**config.mk**
```make
export PLATFORM = sky130hd
export DESIGN_NAME = egg_nonce_scheduler
export DESIGN_NICKNAME = d
export VERILOG_FILES = /design/src/rtl/trinity_mining_pkg.sv /design/src/rtl/hash_target_cmp.sv /design/src/rtl/egg_nonce_scheduler.sv
export SDC_FILE = /design/constraint.sdc
export NUM_CORES = 2
export LEC_CHECK = 0
export ABC_AREA = 1
export CORE_AREA = 2 2 747 749
export DETAILED_ROUTE_END_ITERATION = 12
export DIE_AREA = 0 0 749 751
export PLACE_DENSITY = 0.3
export SETUP_SLACK_MARGIN = 0.5
export SYNTH_ARGS = -nofsm -noshare
export SYNTH_HDL_FRONTEND = slang
export SYNTH_SLANG_ARGS = --single-unit
```
**constraint.sdc**
```tcl
create_clock -name clk -period 2.9 [get_ports clk]
set_input_delay 0.435 -clock clk [delete_from_list [all_inputs] [get_ports clk]]
set_output_delay 0.435 -clock clk [all_outputs]
set_load 0.01 [all_outputs]
```
**src/rtl/trinity_mining_pkg.sv**
```systemverilog
// Shared types and default widths for the
// trinity mining layer (Hare/Chest -> Egg -> Needle).
package trinity_mining_pkg;

  localparam int HDR_W   = 512;
  localparam int HASH_W  = 256;
  localparam int NONCE_W = 32;

  typedef enum logic [2:0] {
    IDLE,
    ISSUE,
    WAIT,
    CHECK,
    REPORT,
    ADVANCE,
    FINISH
  } sched_state_t;

endpackage

```
**src/rtl/hash_target_cmp.sv**
```systemverilog
// Unsigned hash <= target compare, kept apart
// so a pipelined version can drop in later.
module hash_target_cmp #(
  parameter int W = 256
) (
  input  logic [W-1:0] hash,
  input  logic [W-1:0] target,
  output logic         hit
);

  assign hit = (hash <= target);

endmodule

```
**src/rtl/egg_nonce_scheduler.sv**
```systemverilog
// Walks a nonce range through egg_core, with a
// watchdog per run, and forwards target hits.
module egg_nonce_scheduler #(
  parameter int HDR_W        = trinity_mining_pkg::HDR_W,
  parameter int HASH_W       = trinity_mining_pkg::HASH_W,
  parameter int NONCE_W      = trinity_mining_pkg::NONCE_W,
  parameter int TIMEOUT      = 1024,
  parameter bit STOP_ON_FIND = 1'b0
) (
  input  logic               clk,
  input  logic               rst_n,
  input  logic               job_valid,
  output logic               job_ready,
  input  logic [HDR_W-1:0]   job_header,
  input  logic [HASH_W-1:0]  job_target,
  input  logic [NONCE_W-1:0] job_nonce_start,
  input  logic [NONCE_W-1:0] job_nonce_count,
  input  logic               abort,
  output logic               core_start,
  output logic [HDR_W-1:0]   core_header,
  input  logic               core_done,
  input  logic [HASH_W-1:0]  core_hash,
  output logic               res_valid,
  input  logic               res_ready,
  output logic [NONCE_W-1:0] res_nonce,
  output logic [HASH_W-1:0]  res_hash,
  output logic               busy,
  output logic               job_done,
  output logic               err_timeout,
  output logic [NONCE_W-1:0] nonces_tried
);

  import trinity_mining_pkg::*;

  localparam int TW = $clog2(TIMEOUT) + 1;
  localparam logic [TW-1:0] T_LAST = TW'(TIMEOUT - 1);

  sched_state_t state_q;
  sched_state_t state_d;

  logic [TW-1:0]      timer_q;
  logic [NONCE_W-1:0] remaining_q;
  logic [HASH_W-1:0]  target_q;
  logic [HASH_W-1:0]  hash_q;
  logic               hit;
  logic               expire;
  logic               unused_hdr_lo;

  // nonce field of the job header is replaced
  assign unused_hdr_lo = ^job_header[NONCE_W-1:0];

  assign job_ready = (state_q == IDLE);
  assign busy      = (state_q != IDLE);
  assign expire    = ((timer_q + TW'(1)) == T_LAST);

  hash_target_cmp #(
    .W(HASH_W)
  ) u_cmp (
    .hash  (hash_q),
    .target(target_q),
    .hit   (hit)
  );

  always_comb begin
    state_d = state_q;
    unique case (state_q)
      IDLE: begin
        if (job_valid)
          state_d = (job_nonce_count == '0) ? FINISH : ISSUE;
      end
      ISSUE: state_d = WAIT;
      WAIT: begin
        if (core_done)
          state_d = CHECK;
        else if (expire)
          state_d = FINISH;
      end
      CHECK: state_d = hit ? REPORT : ADVANCE;
      REPORT: begin
        if (res_ready)
          state_d = STOP_ON_FIND ? FINISH : ADVANCE;
      end
      ADVANCE: begin
        if (remaining_q == NONCE_W'(1))
          state_d = FINISH;
        else
          state_d = ISSUE;
      end
      FINISH: state_d = IDLE;
      default: state_d = IDLE;
    endcase
    if (abort && state_q != IDLE && state_q != FINISH)
      state_d = FINISH;
  end

  always_ff @(posedge clk) begin
    if (!rst_n) begin
      state_q      <= IDLE;
      timer_q      <= '0;
      remaining_q  <= '0;
      target_q     <= '0;
      hash_q       <= '0;
      core_start   <= 1'b0;
      core_header  <= '0;
      res_valid    <= 1'b0;
      res_nonce    <= '0;
      res_hash     <= '0;
      job_done     <= 1'b0;
      err_timeout  <= 1'b0;
      nonces_tried <= '0;
    end else begin
      state_q    <= state_d;
      // pulses follow the state being entered
      core_start <= (state_d == ISSUE);
      res_valid  <= (state_d == REPORT);
      job_done   <= (state_d == FINISH);
      case (state_q)
        IDLE: begin
          if (job_valid) begin
            target_q     <= job_target;
            remaining_q  <= job_nonce_count;
            nonces_tried <= '0;
            err_timeout  <= 1'b0;
            if (state_d == ISSUE)
              core_header <= {job_header[HDR_W-1:NONCE_W],
                              job_nonce_start};
          end
        end
        ISSUE: timer_q <= '0;
        WAIT: begin
          if (state_d == CHECK) begin
            hash_q       <= core_hash;
            nonces_tried <= nonces_tried + NONCE_W'(1);
          end else if (state_d == FINISH) begin
            if (!abort)
              err_timeout <= 1'b1;
          end else begin
            timer_q <= timer_q + TW'(1);
          end
        end
        CHECK: begin
          if (state_d == REPORT) begin
            res_nonce <= core_header[NONCE_W-1:0];
            res_hash  <= hash_q;
          end
        end
        ADVANCE: begin
          if (state_d == ISSUE) begin
            remaining_q <= remaining_q - NONCE_W'(1);
            core_header[NONCE_W-1:0] <=
              core_header[NONCE_W-1:0] + NONCE_W'(1);
          end
        end
        default: ;
      endcase
    end
  end

endmodule

```
==> impl_results.md <==
- Status: finished with violations
- Failing checks: setup timing
- Crit-path max FO: 12
- Syn Area/Cell: 7.56 um^2
- DR WL/cell: 26.4 um
- Worst Tran Pin Value: 947 ps
- Mapped Cells: 7663
- Via count: 65000
- Slowest cell on the critical path: dfxtp_2
- Commonest non-fill, non-tap cells in the layout: clkdlybuf4s50_1 (1887), dfxtp_1 (1384), nor2_1 (1192)
- Fin. Hold Viols: 0
- Levels on crit path: 24
- Worst R2R End: res_hash[192]
- Layout cells sized above 1: 18.7%
- Minimum clock period after layout: 3730 ps
- Fmax: 0.268 GHz
- Post-synth top area share: 48.2%
- GRT Total Usage: 16.0%
- End-of-flow core utilization: 19.3%
- Synthesis Warnings: 0
- R2R cell count: 24
- Post-synth EDFFs: 0
- Die footprint: 562000 um^2
- CTS H-Tree Depth: 4
- Clock slew at reported path FFs: 60 ps
- Final wirelength: 480 mm
- Worst-Skew Late Latency: 950 ps
- LEAKAGE: 0.0410 uW
- CP startpoint kind: register
- Detailed placer's ending HPWL: 376 mm
- CP bufs+invs: 9
- Clock Sinks: 1394
- Largest cells by area after synthesis: dfxtp_1 (48%), a21oi_1 (8.8%), nand2_1 (8.6%)
- Nets: 12000
- Synth Net Count: 9019
- Row cnt: 274
- Vias in the first global route: 65900
- MaxCap Viol Count: 0
- Initial DRC count: 3541
- Total power: 103000 uW
- Netlist cell types: 44
- Setup TNS: -452340 ps
- Hold Startpoint: core_hash[150]
- Hold EP: hash_q[150]
- Critical Path AT: 4560 ps
- Residual DRC count: 0
- Sequential area share after synthesis: 48.2%
- Number of CTS-inserted buffers: 205
- Worst path cell trace: inv_2 -> ha_4 -> nand4_1 -> nor3_4 -> buf_6 -> nand4_1 -> nor2_4 -> buf_6 -> nand2_4 -> nand2_4 -> buf_12 -> nand2_1 -> nand2_2 -> nand2_2 -> buf_12 -> nand2_8 -> nand2_8 -> buf_12 -> nand3_4 -> buf_12 -> buf_16 -> clkbuf_16 -> nand2_1 -> a21oi_1
- Yosys reg bits: 1394
- DP Cell Count: 17400
- Worst IR drop on VDD: 542 uV
- Final setup viols: 657
- Maximum root-to-sink buffer count: 4
- Synthesized cell area: 57900 um^2
- CTS root buf: clkbuf_16
- Area growth syn-to-layout: 84.9%
- Max_slew headroom: 36.9%
- Final worst-path cycle share: 129%
- Hold Path Class: primary input to register
- First-pass GRT wire length: 613 mm
- Initial antenna violation count: 247
- Crit Reg-Reg Startpoint: target_q[79]
- Number of antenna-violating nets in the routed design: 0
- Crit path max-delay family: simple AND/OR/NAND/NOR gates
- Avg Vias per Cell: 3.57
- Req. time, crit path: 3720 ps
- Routability cong.: 0.892
- CP peak stage delay: 320 ps
- Crit-path most repeated cell: buf_12
- Clock skew: 104 ps
- Initial core utilization: 10.4%
- Core Region: 555000 um^2
- Die height: 751 um
- Most common cell after layout, fill and taps aside: clkdlybuf4s50_1
- R2R Setup Slk: -830 ps
- Port Buffers: 1899
- Finished Layout Cells: 18200
- Critical path type: register to register
- Overflow after GRT: 0
- Power per cell area: 964 nW/um^2
- Largest net degree at the start of global routing: 149
- RSZ-0062 raised after global routing: true
- Ys async rst share: 0%
- Area leader, netlist: dfxtp_1
- Die width: 749 um
- Ys flop type: dfxtp_1
- Max-slew violations: 0
- I/O Pins: 1932
- Kind of end point of the critical path: register
- Final setup margin: -830 ps
- CTS tree: yes
- Hold path depth: 3
- TritonRoute pass-1 iters: 7
## report_power, final
group | internal, uW | switching [uW] | total [uW]
logic | 21600 | 28400 | 50000
clock network | 15200 | 11000 | 26200
registers | 24200 | 2860 | 27000
## area by class of cell
cell class,count,area [um^2]
clock inverter,71,925
multi-input combinational,5307,28300
clock buffer,296,5850
fill,62200,448000
inverter,418,1630
timing repair inverter,2,50.0
tap,7314,9150
timing repair buffer,3294,33100
antenna,81,203
sequential,1394,27900
## state kept, by name, indices dropped and copies added, names as in the netlist
register / cells
core_header: 512
core_start: 1
err_timeout: 1
hash_q: 256
job_done: 1
nonces_tried: 32
remaining_q: 32
res_hash: 256
res_nonce: 32
res_valid: 1
state_q: 3
target_q: 256
timer_q: 11
## cells in the mapped netlist, drive strengths merged, types with 2 or more instances
library cell  instances
dfxtp              1394
a2bb2oi               3
a21boi                3
nor3                 53
o21a                 15
o21ai               854
xnor2                13
o21bai                6
a22o                  2
ha                  262
clkbuf              401
buf                 143
nor3b                 4
inv                 417
nand3                96
nand2              1333
a21oi              1022
a21o                  2
nand3b               10
a31oi                 5
nor2               1225
nor4                 20
mux2i                 3
nand4               329
xor2                 39
## stage by stage
step	instance area [um^2]	worst slack [ps]	hold slack, ps
global route	107000	-1010	46.7
CTS	104000	-983	0.0661
floorplan	58100	500	435
detailed placement	93500	-1820	451
finish	107000	-830	120
global placement	93500	-1790	444
## tightest hold or removal path: cells and delay by family
family,cells,cell delay (ps)
buffers and inverters,1,410
AND/OR/NAND/NOR,1,80
AO/OA/AOI/OAI,1,60
## routing by layer
metal	up-vias	GRT usage, %	wire (um)	part of all wire [%]
met5	-	0.0589	379	0.079
met4	62	5.68	20000	4.2
met3	761	6.28	42400	8.8
met2	2016	30.4	253000	53
met1	30600	15.4	163000	34
li1	31600	-	-	-
## cell families (layout without fill, tap and decap cells)
family / Yosys count / count (layout) / synth area share [%]
DFF: 1394 / 1394 / 48.2
adders and majority gates: 262 / 262 / 5.66
muxes: 3 / 3 / 0.0518
AOI/OAI and AO/OA: 1916 / 1916 / 16.7
other: 0 / 81 / 0
buffers and inverters: 962 / 4081 / 6.67
xor gates and xnor gates: 52 / 52 / 0.786
and+or+nand+nor: 3074 / 3074 / 21.9
## how the worst max path moves through the flow
stage | start | slack [ps] | end
after global placement | target_q[23] | -1790 | res_hash[167]
final | target_q[79] | -830 | res_hash[192]
after global routing | target_q[22] | -1010 | res_nonce[6]
after detailed placement | target_q[23] | -1820 | res_hash[217]
after floorplan | target_q[119] | 500 | res_hash[246]
after CTS | target_q[6] | -980 | res_hash[204]
## repair_timing
action | in CTS | in global routing
setup buffers | 35 | 27
gates resized for setup | 198 | 520
hold buffers | 174 | 0
endpoints found under the setup margin | 1747 | 1791
hold endpoints to repair | 187 | 0
pin swaps | 29 | 82
cloned | 17 | 49
(Power assumes the default switching activity.)
